===== src/rtl/mssd_gen_pkg.sv =====
// Shared types and helpers for the mssd_gen serial message demultiplexer.
package mssd_gen_pkg;

   typedef enum logic [2:0] {
      IDLE = 3'd0,
      SEL  = 3'd1,
      LEN  = 3'd2,
      DATA = 3'd3,
      PAR  = 3'd4,
      STOP = 3'd5
   } state_t;

   localparam logic IDLE_LEVEL = 1'b1;

   // Select field needs at least one bit even for a single-port degenerate case
   function automatic int sel_width(input int ports);
      return (ports > 1) ? $clog2(ports) : 1;
   endfunction

endpackage


===== src/rtl/mssd_shift_in.sv =====
// LSB-first serial field assembler with a per-field bit counter.
// word_c presents the completed field during the cycle its last bit is on bit_in.
module mssd_shift_in #(
   parameter int unsigned W = 8
) (
   input  logic         clk,
   input  logic         rst_n,
   input  logic         en,
   input  logic         bit_in,
   output logic [W-1:0] word_c,
   output logic         last_c
);

   generate
      if (W > 1) begin : g_multi
         localparam int unsigned CNT_W = $clog2(W);

         logic [W-2:0]     shreg;
         logic [CNT_W-1:0] cnt;

         assign word_c = {bit_in, shreg};
         assign last_c = (cnt == CNT_W'(W - 1));

         // Counter self-clears after the last bit so the next field starts at zero
         always_ff @(posedge clk or negedge rst_n) begin
            if (!rst_n) begin
               shreg <= '0;
               cnt   <= '0;
            end else if (en) begin
               shreg <= word_c[W-1:1];
               cnt   <= last_c ? '0 : cnt + CNT_W'(1);
            end
         end
      end else begin : g_single
         assign word_c = bit_in;
         assign last_c = 1'b1;
      end
   endgenerate

endmodule


===== src/rtl/mssd_gen.sv =====
// Framed serial message demultiplexer: start, select, length, payload words, [parity], stop.
// Optional even-parity bit enabled by defining MSSD_GEN_PARITY_EN.
module mssd_gen
   import mssd_gen_pkg::*;
#(
   parameter int unsigned NUM_PORTS = 4,
   parameter int unsigned LEN_W     = 6,
   parameter int unsigned WORD_W    = 8
) (
   input  logic                 clk,
   input  logic                 rst_n,
   input  logic                 s_in,
   output logic [WORD_W-1:0]    data_out,
   output logic                 word_valid,
   output logic [NUM_PORTS-1:0] port_sel,
   output logic                 busy,
   output logic                 frame_done,
   output logic                 error
);

   localparam int unsigned SEL_W = sel_width(NUM_PORTS);

`ifdef MSSD_GEN_PARITY_EN
   localparam state_t AFTER_PAY = PAR;
`else
   localparam state_t AFTER_PAY = STOP;
`endif

   state_t             state;
   logic [SEL_W-1:0]   sel_q;
   logic [LEN_W-1:0]   n_q;
   logic [LEN_W-1:0]   word_cnt;

   logic               sel_en_c, len_en_c, dat_en_c;
   logic [SEL_W-1:0]   sel_word_c;
   logic [LEN_W-1:0]   len_word_c;
   logic [WORD_W-1:0]  dat_word_c;
   logic               sel_last_c, len_last_c, dat_last_c;

   assign sel_en_c = (state == SEL);
   assign len_en_c = (state == LEN);
   assign dat_en_c = (state == DATA);

   mssd_shift_in #(.W(SEL_W)) u_sel (
      .clk    (clk),
      .rst_n  (rst_n),
      .en     (sel_en_c),
      .bit_in (s_in),
      .word_c (sel_word_c),
      .last_c (sel_last_c)
   );

   mssd_shift_in #(.W(LEN_W)) u_len (
      .clk    (clk),
      .rst_n  (rst_n),
      .en     (len_en_c),
      .bit_in (s_in),
      .word_c (len_word_c),
      .last_c (len_last_c)
   );

   mssd_shift_in #(.W(WORD_W)) u_dat (
      .clk    (clk),
      .rst_n  (rst_n),
      .en     (dat_en_c),
      .bit_in (s_in),
      .word_c (dat_word_c),
      .last_c (dat_last_c)
   );

`ifdef MSSD_GEN_PARITY_EN
   logic par_acc;

   // Running XOR over select, length and payload bits; start bit excluded
   always_ff @(posedge clk or negedge rst_n) begin
      if (!rst_n) begin
         par_acc <= 1'b0;
      end else if (state == IDLE) begin
         par_acc <= 1'b0;
      end else if (state == SEL || state == LEN || state == DATA) begin
         par_acc <= par_acc ^ s_in;
      end
   end
`endif

   // Frame sequencer with registered outputs; pulses default low every cycle
   always_ff @(posedge clk or negedge rst_n) begin
      if (!rst_n) begin
         state      <= IDLE;
         sel_q      <= '0;
         n_q        <= '0;
         word_cnt   <= '0;
         data_out   <= '0;
         word_valid <= 1'b0;
         port_sel   <= '0;
         busy       <= 1'b0;
         frame_done <= 1'b0;
         error      <= 1'b0;
      end else begin
         word_valid <= 1'b0;
         frame_done <= 1'b0;
         error      <= 1'b0;

         case (state)
            IDLE: begin
               if (s_in != IDLE_LEVEL) begin
                  state <= SEL;
                  busy  <= 1'b1;
               end
            end

            SEL: begin
               if (sel_last_c) begin
                  sel_q <= sel_word_c;
                  state <= LEN;
               end
            end

            LEN: begin
               if (len_last_c) begin
                  n_q <= len_word_c;
                  if (32'(sel_q) >= NUM_PORTS) begin
                     error <= 1'b1;
                     busy  <= 1'b0;
                     state <= IDLE;
                  end else if (len_word_c == '0) begin
                     state <= AFTER_PAY;
                  end else begin
                     port_sel <= NUM_PORTS'(1) << sel_q;
                     state    <= DATA;
                  end
               end
            end

            DATA: begin
               if (dat_last_c) begin
                  data_out   <= dat_word_c;
                  word_valid <= 1'b1;
                  if (word_cnt == n_q - LEN_W'(1)) begin
                     word_cnt <= '0;
                     port_sel <= '0;
                     state    <= AFTER_PAY;
                  end else begin
                     word_cnt <= word_cnt + LEN_W'(1);
                  end
               end
            end

`ifdef MSSD_GEN_PARITY_EN
            PAR: begin
               if (s_in == par_acc) begin
                  state <= STOP;
               end else begin
                  error <= 1'b1;
                  busy  <= 1'b0;
                  state <= IDLE;
               end
            end
`endif

            STOP: begin
               if (s_in == IDLE_LEVEL) begin
                  frame_done <= 1'b1;
               end else begin
                  error <= 1'b1;
               end
               busy  <= 1'b0;
               state <= IDLE;
            end

            default: begin
               busy     <= 1'b0;
               port_sel <= '0;
               state    <= IDLE;
            end
         endcase
      end
   end

endmodule

===== config.mk =====
export PLATFORM = sky130hd
export DESIGN_NAME = mssd_gen
export DESIGN_NICKNAME = d
export VERILOG_FILES = /design/src/rtl/mssd_gen_pkg.sv /design/src/rtl/mssd_shift_in.sv /design/src/rtl/mssd_gen.sv
export SDC_FILE = /design/constraint.sdc
export NUM_CORES = 1
export LEC_CHECK = 0
export CORE_MARGIN = 1
export CORE_UTILIZATION = 25
export CTS_CLUSTER_DIAMETER = 40
export DETAILED_ROUTE_END_ITERATION = 7
export PLACE_DENSITY_LB_ADDON = 0.15
export SYNTH_ARGS = -nofsm -noshare
export SYNTH_HDL_FRONTEND = slang
export SYNTH_SLANG_ARGS = --single-unit

===== constraint.sdc =====
create_clock -name clk -period 2.7 [get_ports clk]
set_input_delay 0.54 -clock clk [delete_from_list [all_inputs] [get_ports clk]]
set_output_delay 0.54 -clock clk [all_outputs]
set_load 0.005 [all_outputs]

==> results.ini, run 1 <==
[setup_path]
r2r-start = state[0]
reg2reg_slack_ns = 0.65
worstPathRequired_ns = 2.94
cp_common_cell = o21ai_0
slowest_stage = dfrtp_1
critPathCaptureType = flip-flop
critPathMaxFanout = 19
reg2regPathDepth = 5
cp_cell_sequence = nand3b_4 > or2_2 > inv_1 > o21ai_0 > o21ai_0
rr_endpoint = word_cnt[0]
slowest_delay_ns = 0.57
cp-start-kind = flip-flop
arrival_ns = 2.29
critical_path_class = flip-flop to flip-flop

[drt]
drc_errors = 0
via_count = 1633
drt-total-wl_mm = 4.81
via_per_inst = 4.31
ant_nets = 0
first_pass_iters = 4
drtIter0Drc = 86
wl_per_cell_um = 12.7

[synth]
synthesis.area_sq_um = 2460
yosys-top-cells-count = 53 x dfrtp_1, 45 x nand2_1, 20 x mux2_2
yosys_warnings = 0
synth_top_area_cell = dfrtp_1
synth_mux_area_share_pct = 9.56
synth_top_area_share_pct = 53.9
synth_fa_ha_area_share_pct = 2.03
syn_area_per_cell_sq_um = 10.7
synth.distinct_cells = 38
synth_cells = 229
ys_seq_area_share_pct = 53.9
synth_edf_count = 0
yosys-top-cells-area = dfrtp_1 54%, mux2_2 9.2%, nand2_1 6.9%
synth_compound_area_share_pct = 8.39
synth_xor_area_share_pct = 2.85
synth_most_common_cell = dfrtp_1
synth_flop_cell = dfrtp_1
async_flop_share_pct = 100
synthesis.nets = 236
synth-simple-area-share_pct = 19.3
synth_seq_cells = 53
synth_top_family_by_area = simple AND/OR/NAND/NOR gates

[run]
drv_cap = 0

[timing]
period_needed_ns = 2.05
fin_crit_sh_pct = 76.0
timing.final.max_slew_violations = 0
setup_viol = 0
fmaxAchievable_mhz = 487
fin_skew_ns = 0.0134
rsz0062_at_grt = false
worst_pin_slew_ns = 0.404
slew_headroom_pct = 72.9
hold_viol_final = 0
fin_tns_setup_ns = 0

[grt]
busiest_layer = met2
overflow = 0
met2_usage_pct = 16.4
antenna_found_initial = 0
grt_pass1_vias = 1698
gr-usage-met3_pct = 2.28
track_usage_pct = 10.5
grt_first_pass_wirelength_mm = 8.32
grt_start_max_net_pins = 54
gr-usage-met1_pct = 14.2

[power]
leakage_nw = 1.33
p_per_area_nw_per_um2 = 468
ir_drop_uv = 208

[clocking]
clock-root-buffer = clkbuf_8
numCtsBuffers = 5
cts_sinks = 53
clockBufferDepth = 2
clk_latency_ns = 0.31
cts_resized = 0
cts_setup_buffers = 0
cts_htree_levels = 2
hold_buffers = 0
cts_tree = done
clkTransAtPathRegs_ns = 0.10

[die]
initial_utilization_pct = 26.2
io_pins = 19
rows = 35
die_y_um = 101
coreArea_sq_um = 9370
dieArea_sq_um = 10200
die_width_um = 101

[final_layout]
drive_gt1_share_pct = 16.4
diodes = 0
fill_cells = 1001
nets = 256
area_delta_synth_final_pct = 17.5
finalInstanceArea_sq_um = 2890

[worst_hold_path]
hold_path_class = input port to asynchronous set/reset pin

[placement]
place.gp.congestion = 0.664
placed_area_sq_um = 2800
io_buffers = 18
dpl.hpwl_mm = 3.20

[run_status]
status = complete, no violations

[registers in the layout, indices dropped and copies added, names as in the netlist]
| signal | cells |
|---|---|
| n_q | 6 |
| port_sel | 4 |
| error | 1 |
| sel_q | 2 |
| word_cnt | 6 |
| data_out | 8 |
| state | 3 |
| u_len.g_multi.cnt | 3 |
| u_sel.g_multi.shreg | 1 |
| u_len.g_multi.shreg | 5 |
| u_sel.last_c | 1 |
| u_dat.g_multi.cnt | 3 |
| u_dat.g_multi.shreg | 7 |
| busy | 1 |
| frame_done | 1 |
| word_valid | 1 |
[stage by stage]
| step | instances | hold slack [ns] | util [%] | setup WS (ns) | power (mW) |
|---|---|---|---|---|---|
| after floorplan | 229 | 0.244 | - | 0.961 | 0.843 |
| after global placement | 371 | 0.463 | 29.8 | 0.531 | 0.886 |
| after detailed placement | 371 | 0.462 | 29.8 | 0.497 | 0.885 |
| after CTS | 379 | 0.222 | 30.9 | 0.580 | 1.38 |
| after global routing | 379 | 0.238 | 30.9 | 0.364 | 1.41 |
| final | 379 | 0.210 | 30.9 | 0.647 | 1.35 |
[logic make-up after synthesis]
kind of cell | after synthesis
AND/OR/NAND/NOR | 88
AO/OA/AOI/OAI | 33
XOR/XNOR | 8
adder cells (fa/ha/maj) | 4
multiplexers | 21
buffers and inverters | 22
flip-flops | 53
[placed cells by master, fill, tap and decap left out, types with 2 or more instances in the layout]
master	Yosys	routed
o211ai_1	2	2
nand2_1	45	45
nor3_1	8	8
nor4_1	2	2
nand2b_1	4	4
dfrtp_1	53	53
ha_1	4	4
nand3b_1	2	2
nor2_1	9	9
a31oi_1	3	3
clkdlybuf4s50_1	0	17
o22ai_1	2	2
and2_1	2	2
xor2_1	3	3
a21o_1	3	3
inv_1	12	12
o21ai_0	12	12
a21oi_1	5	5
xnor2_1	5	5
buf_4	2	4
clkbuf_8	0	6
mux2_2	20	20
o31ai_1	4	4
nand3_1	5	5
[routing by layer]
metal	share of wire, %	vias to the layer above
li1	-	816
met1	53	792
met2	44	20
met3	2.5	5
met4	1.2	0
met5	0	-
[critical path, delay by kind of cell (launching register included)]
kind / cells / cell delay [ns]
and+or+nand+nor: 2 / 0.74
DFF: 1 / 0.57
buffers and inverters: 1 / 0.37
AOI/OAI and AO/OA: 2 / 0.29
[layout make-up]
type                    count  area, sq um  share of cell area (%)
flip-flops and latches     53         1330                    45.9
multi-input cells         154         1040                    35.9
repair buffers             23          225                    7.79
well taps                 129          161                    5.58
clock buffers               6         82.6                    2.86
inverters                  12         45.0                    1.56
clock inverters             2         13.8                   0.476
[report_power, final]
group	internal (mW)	switching [mW]
clock network	0.209	0.277
registers	0.806	0.00846
logic	0.0251	0.0285
total	1.04	0.314
[worst max-delay path by stage]
stage | from | end | slack, ns | depth (start not counted)
final | state[0] | word_cnt[0] | 0.65 | 5
after global placement | s_in | port_sel[3] | 0.53 | 6
after global routing | state[0] | word_cnt[0] | 0.36 | 5
after CTS | state[0] | word_cnt[0] | 0.58 | 5
after detailed placement | s_in | port_sel[0] | 0.50 | 6
after floorplan | n_q[0] | port_sel[0] | 0.96 | 7
(Power assumes the default switching activity.)
==> run 2, diff against run 1 <==
==> constraint.sdc (replaced) <==
create_clock -name clk -period 1.8 [get_ports clk]
set_input_delay 0.36 -clock clk [delete_from_list [all_inputs] [get_ports clk]]
set_output_delay 0.36 -clock clk [all_outputs]
set_load 0.005 [all_outputs]
==> run 2 against run 1 <==
The flow now finishes with violations (negative setup slack). Clock power grew 74%. Sequential power grew 50%. Combinational power grew 59%. Final cell count grew 6.1%. Count of clock-buffer cells in the layout shrank 1. Core utilization grew 2.7 points. Sequential share of layout area shrank 3.7 points. Largest power group unchanged.
==> results.ini, run 2 (synthesis results as in run 1) <==
[final_layout]
drive_gt1_share_pct = 27.1  ; +11 points
reg_top3 = data_out x8, u_dat.g_multi.shreg x7
finalNonFillerCells = 402  ; +6.1%
finalInstanceArea_sq_um = 3140  ; +8.7%
layout_common_cells = 53 x dfrtp_1, 45 x nand2_1, 26 x buf_4, 20 x mux2_2, 17 x clkdlybuf4s50_1
area_delta_synth_final_pct = 27.7
nets = 279  ; +9.0%
final_common_cell = dfrtp_1
diodes = 0  ; unchanged
largest_reg_flops = 8  ; unchanged
regMostFlops = data_out

[clocking]
clockBufferDepth = 2  ; unchanged
clock-root-buffer = clkbuf_8
numCtsBuffers = 5  ; unchanged
cts_htree_levels = 2  ; unchanged
clkTransAtPathRegs_ns = 0.10  ; about the same
cts_tree = done
clk_latency_ns = 0.31  ; about the same
cts_sinks = 53  ; unchanged

[run_status]
failed_checks = negative setup slack
status = finished, violations left

[drt]
via_per_inst = 4.36  ; +1.1%
wl_per_cell_um = 12.9  ; +1.7%
first_pass_iters = 4  ; unchanged
drtIter0Drc = 75  ; -13%
drt-total-wl_mm = 5.18  ; +7.8%
via_count = 1751  ; +7.2%
drc_errors = 0  ; unchanged
ant_nets = 0  ; unchanged

[worst_hold_path]
hold_path_class = input port to asynchronous set/reset pin

[setup_path]
slowest_stage = dfrtp_1
critical_path_class = flip-flop to flip-flop
cp-start-kind = flip-flop
critPathCaptureType = flip-flop
critPathMaxFanout = 4  ; -15
arrival_ns = 2.01  ; -0.28 ns
cp_cell_sequence = inv_2 > ha_4 > nand2b_4 > o211ai_1 > a31oi_2 > buf_4 > nor4_4 > o31ai_1
slowest_delay_ns = 0.43  ; -0.14 ns
worstPathRequired_ns = 2.00  ; -0.94 ns

[placement]
placed_cells = 390  ; +5.1%
io_buffers = 18  ; unchanged
place.gp.congestion = 0.701  ; +5.5%
placed_area_sq_um = 2940  ; +5.1%
dpl.hpwl_mm = 3.49  ; +9.3%

[grt]
overflow = 0  ; unchanged
track_usage_pct = 10.9  ; +0.44 points
grt_pass1_vias = 1744  ; +2.7%
grt_first_pass_wirelength_mm = 8.61  ; +3.5%
antenna_found_initial = 0  ; unchanged
grt_start_max_net_pins = 54  ; unchanged

[die]
die_width_um = 101  ; unchanged
rows = 35  ; unchanged
initial_utilization_pct = 26.2  ; unchanged
dieArea_sq_um = 10200  ; unchanged
coreArea_sq_um = 9370  ; unchanged
die_y_um = 101  ; unchanged
io_pins = 19  ; unchanged

[power]
p_per_area_nw_per_um2 = 685  ; +46%
ir_drop_uv = 344  ; +66%
total_power_mw = 2.15  ; +59%
leakage_nw = 1.47  ; +10%

[timing]
fin_skew_ns = 0.0114  ; -0.00199 ns
worst_pin_slew_ns = 0.381  ; -0.0231 ns
rsz0062_at_grt = true
fmaxAchievable_mhz = 550  ; +13%
slew_headroom_pct = 74.6  ; +1.8 points
timing.final.max_slew_violations = 0  ; unchanged
period_needed_ns = 1.82  ; -0.236 ns
setup_viol = 3  ; +3
hold_viol_final = 0  ; unchanged
setup_ws_ns = -0.0175  ; -0.664 ns
fin_crit_sh_pct = 101  ; +25 points

[run]
drv_cap = 0  ; unchanged

-- run 2: cell count changes in the layout (fill, tap and decap cells not counted), sizes merged --
cell      change
bufinv        +1
buf          +23
clkinv        -1
clkbuf        -1
clkinvlp      +1
-- run 2: repair_timing --
item	CTS	global route
setup endpoints to repair	7	16
hold buffers	0	0
pin swaps	4	7
hold endpoints to repair	0	0
setup buffers	2	2
gates resized for setup	2	13
-- run 2: power breakdown --
| part | internal (mW) | switching (mW) | leakage [nW] |
|---|---|---|---|
| registers | 1.21 | 0.0127 | 0.655 |
| logic | 0.0405 | 0.0448 | 0.759 |
| clock network | 0.417 | 0.427 | 0.0543 |
| total | 1.67 | 0.485 | 1.47 |
-- run 2: routing by layer --
layer,routed length (um),track usage (%),vias up
li1,-,-,871
met1,2600,15.1,854
met2,2380,17.0,20
met3,134,2.62,6
met4,62,3.01,0
met5,0,0,-
-- run 2: final timing paths --
kind / from / endpoint / slack (ns) / cells past startpoint
setup / recovery: n_q[1] / port_sel[1] / -0.02 / 8
min in group clk: data_out[4] / data_out[4] / 0.49 / 2
hold / removal: rst_n / sel_q[0] / 0.03 / 2
hold reg to reg: data_out[4] / data_out[4] / 0.49 / 2
max in group asynchronous: rst_n / n_q[5] / 1.52 / 2
setup reg to reg: n_q[1] / port_sel[1] / -0.02 / 8
-- run 2: critical path, delay by kind of cell, from the launching register on --
family,cells,cell delay [ns]
AO/OA/AOI/OAI,3,0.44
adder cells (fa/ha/maj),1,0.16
buffers and inverters,2,0.27
flip-flops,1,0.43
AND/OR/NAND/NOR,2,0.41
-- run 2: per-stage QoR --
stage / setup WS, ns / hold slack, ns / setup TNS, ns / utilization, %
2_1_floorplan: 0.0610 / 0.0644 / 0 / -
3_3_place_gp: -0.136 / 0.393 / -0.564 / 31.3
3_5_place_dp: -0.192 / 0.385 / -0.724 / 31.3
4_1_cts: -0.00846 / 0.0427 / -0.0109 / 32.8
5_1_grt: -0.124 / 0.0434 / -0.489 / 33.5
6_report: -0.0175 / 0.0327 / -0.0446 / 33.5
-- run 2: cell type report --
| cell class | instances | area, sq um |
|---|---|---|
| fill | 992 | 6230 |
| sequential | 53 | 1330 |
| multi-input combinational | 154 | 1090 |
| timing repair buffer | 46 | 402 |
| tap | 129 | 161 |
| clock buffer | 5 | 68.8 |
| clock inverter | 3 | 46.3 |
| inverter | 12 | 45.0 |
==> run 3, diff against run 2 <==
--- a/config.mk
+++ b/config.mk
@@ -5,6 +5,8 @@
 export SDC_FILE = /design/constraint.sdc
 export NUM_CORES = 1
 export LEC_CHECK = 0
+export CELL_PAD_IN_SITES_DETAIL_PLACEMENT = 0
+export CELL_PAD_IN_SITES_GLOBAL_PLACEMENT = 1
 export CORE_MARGIN = 1
 export CORE_UTILIZATION = 25
 export CTS_CLUSTER_DIAMETER = 40
==> run 3 against run 2 <==
The run still ends with negative setup slack left. First-iteration DRC count is 39% lower. Global-route usage is 0.39 points higher. Critical path depth stayed put. Highest routed layer unchanged. Design area stayed put. Die area stayed put. Via count is 1.3% lower. Core utilization stayed put. Maximum frequency is 0.14% lower.
==> results.ini, run 3 (synthesis results as in run 1) <==
[run_status]
status = finished, violations left
failed_checks = negative setup slack

[setup_path]
critical_path_class = flip-flop to flip-flop
arrival_ns = 2.00  ; about the same
reg2regPathDepth = 8  ; unchanged
cp-start-kind = flip-flop
critPathCaptureType = flip-flop
worstPathRequired_ns = 1.98  ; -0.02 ns
critPathMaxFanout = 5  ; +1

[timing]
fin_skew_ns = 0.00746  ; -0.00395 ns
slew_headroom_pct = 61.1  ; -13 points
whs_ns = 0.0370  ; +0.00429 ns
timing.final.max_slew_violations = 0  ; unchanged
rsz0062_at_grt = true
fin_crit_sh_pct = 101  ; +0.14 points
setup_viol = 3  ; unchanged
worst_pin_slew_ns = 0.583  ; +0.202 ns
period_needed_ns = 1.82  ; +0.00257 ns
fmaxAchievable_mhz = 549  ; -0.14%
setup_ws_ns = -0.0201  ; -0.00257 ns
hold_viol_final = 0  ; unchanged

[drt]
wl_per_cell_um = 13.1  ; +1.8%
via_count = 1728  ; -1.3%
ant_nets = 0  ; unchanged
drtIter0Drc = 46  ; -39%
first_pass_iters = 4  ; unchanged
via_per_inst = 4.32  ; -0.82%
drc_errors = 0  ; unchanged
drt-total-wl_mm = 5.25  ; +1.3%

[grt]
track_usage_pct = 11.3  ; +0.39 points
antenna_found_initial = 0  ; unchanged
overflow = 0  ; unchanged
grt_start_max_net_pins = 22  ; -59%
grt_first_pass_wirelength_mm = 8.85  ; +2.7%
grt_pass1_vias = 1789  ; +2.6%

[final_layout]
finalInstanceArea_sq_um = 3140  ; unchanged
layout_common_cells = 53 x dfrtp_1, 45 x nand2_1, 22 x buf_4, 20 x mux2_2, 17 x clkdlybuf4s50_1
final_common_cell = dfrtp_1
largest_reg_flops = 8  ; unchanged
area_delta_synth_final_pct = 27.7  ; unchanged
nets = 277  ; -0.72%
fill_cells = 1003  ; +1.1%
finalNonFillerCells = 400  ; -0.50%
diodes = 0  ; unchanged
reg_top3 = data_out x8, u_dat.g_multi.shreg x7
drive_gt1_share_pct = 25.8  ; -1.3 points
regMostFlops = data_out

[placement]
placed_cells = 388  ; -0.51%
io_buffers = 18  ; unchanged
place.gp.congestion = 0.683  ; -2.6%
placed_area_sq_um = 2950  ; +0.34%
dpl.hpwl_mm = 3.74  ; +6.9%

[power]
p_per_area_nw_per_um2 = 683  ; -0.31%
leakage_nw = 1.46  ; -0.60%
ir_drop_uv = 337  ; -2.1%

[worst_hold_path]
hold_path_class = input port to asynchronous set/reset pin

[die]
io_pins = 19  ; unchanged
die_y_um = 101  ; unchanged
initial_utilization_pct = 26.2  ; unchanged
dieArea_sq_um = 10200  ; unchanged
coreArea_sq_um = 9370  ; unchanged
rows = 35  ; unchanged
die_width_um = 101  ; unchanged

[clocking]
clkTransAtPathRegs_ns = 0.10  ; about the same
clk_latency_ns = 0.31  ; about the same
numCtsBuffers = 5  ; unchanged
clockBufferDepth = 2  ; unchanged
cts_sinks = 53  ; unchanged
cts_htree_levels = 2  ; unchanged
hold_buffers = 0  ; unchanged
clock-root-buffer = clkbuf_8
cts_tree = done

[run]
drv_cap = 0  ; unchanged

## run 3: final timing paths
kind	startpoint	to	slack, ns
hold / removal	rst_n	u_sel.g_multi.shreg	0.04
setup reg to reg	n_q[1]	word_cnt[3]	-0.02
hold reg to reg	u_len.g_multi.cnt[0]	u_len.g_multi.cnt[0]	0.49
min in group clk	u_len.g_multi.cnt[0]	u_len.g_multi.cnt[0]	0.49
setup / recovery	n_q[1]	word_cnt[3]	-0.02
max in group asynchronous	rst_n	u_len.g_multi.shreg[3]	1.25
## run 3: metrics by stage
stage	power [mW]	utilization [%]	setup TNS [ns]	worst slack [ns]
after detailed placement	1.34	31.5	-0.696	-0.186
after floorplan	1.26	-	0	0.0610
after CTS	2.19	32.7	-0.153	-0.0424
after global placement	1.34	31.5	-0.543	-0.135
after global routing	2.24	33.5	-1.01	-0.132
final	2.14	33.5	-0.0269	-0.0201
## run 3: worst max-delay path, stage by stage, from the launching register on
cell,delay [ns]
dfrtp_1,0.41
buf_6,0.13
nor4_4,0.29
a21oi_1,0.10
nand4b_4,0.23
buf_4,0.17
nor2_1,0.09
buf_4,0.15
o211ai_1,0.11
## run 3: power by group
part           switching [mW]  internal, mW  leakage, nW  total, mW
Sequential             0.0129          1.21        0.655       1.22
Combinational          0.0449        0.0430        0.750     0.0879
Clock                   0.418         0.417       0.0543      0.835
## run 3: cell type report
cell class,count,area [sq um],area share [%]
flip-flops and latches,53,1330,42.2
multi-input cells,154,1080,34.4
repair buffers,44,412,13.1
well taps,129,161,5.14
clock buffers,5,68.8,2.19
clock inverters,3,46.3,1.47
inverters,12,45.0,1.43
## run 3: metal layers
| layer | GRT usage, % | vias to the layer above | wire [um] |
|---|---|---|---|
| met4 | 3.68 | 0 | 58 |
| met2 | 18.7 | 19 | 2490 |
| li1 | - | 864 | - |
| met5 | 0 | - | 0 |
| met1 | 14.4 | 840 | 2550 |
| met3 | 2.83 | 5 | 150 |
## run 3: timing repair
action | 4_1_cts | 5_1_grt
endpoints found under the setup margin | 5 | 15
pin swaps | 0 | 9
gates resized for setup | 1 | 10
buffers inserted | 0 | 4
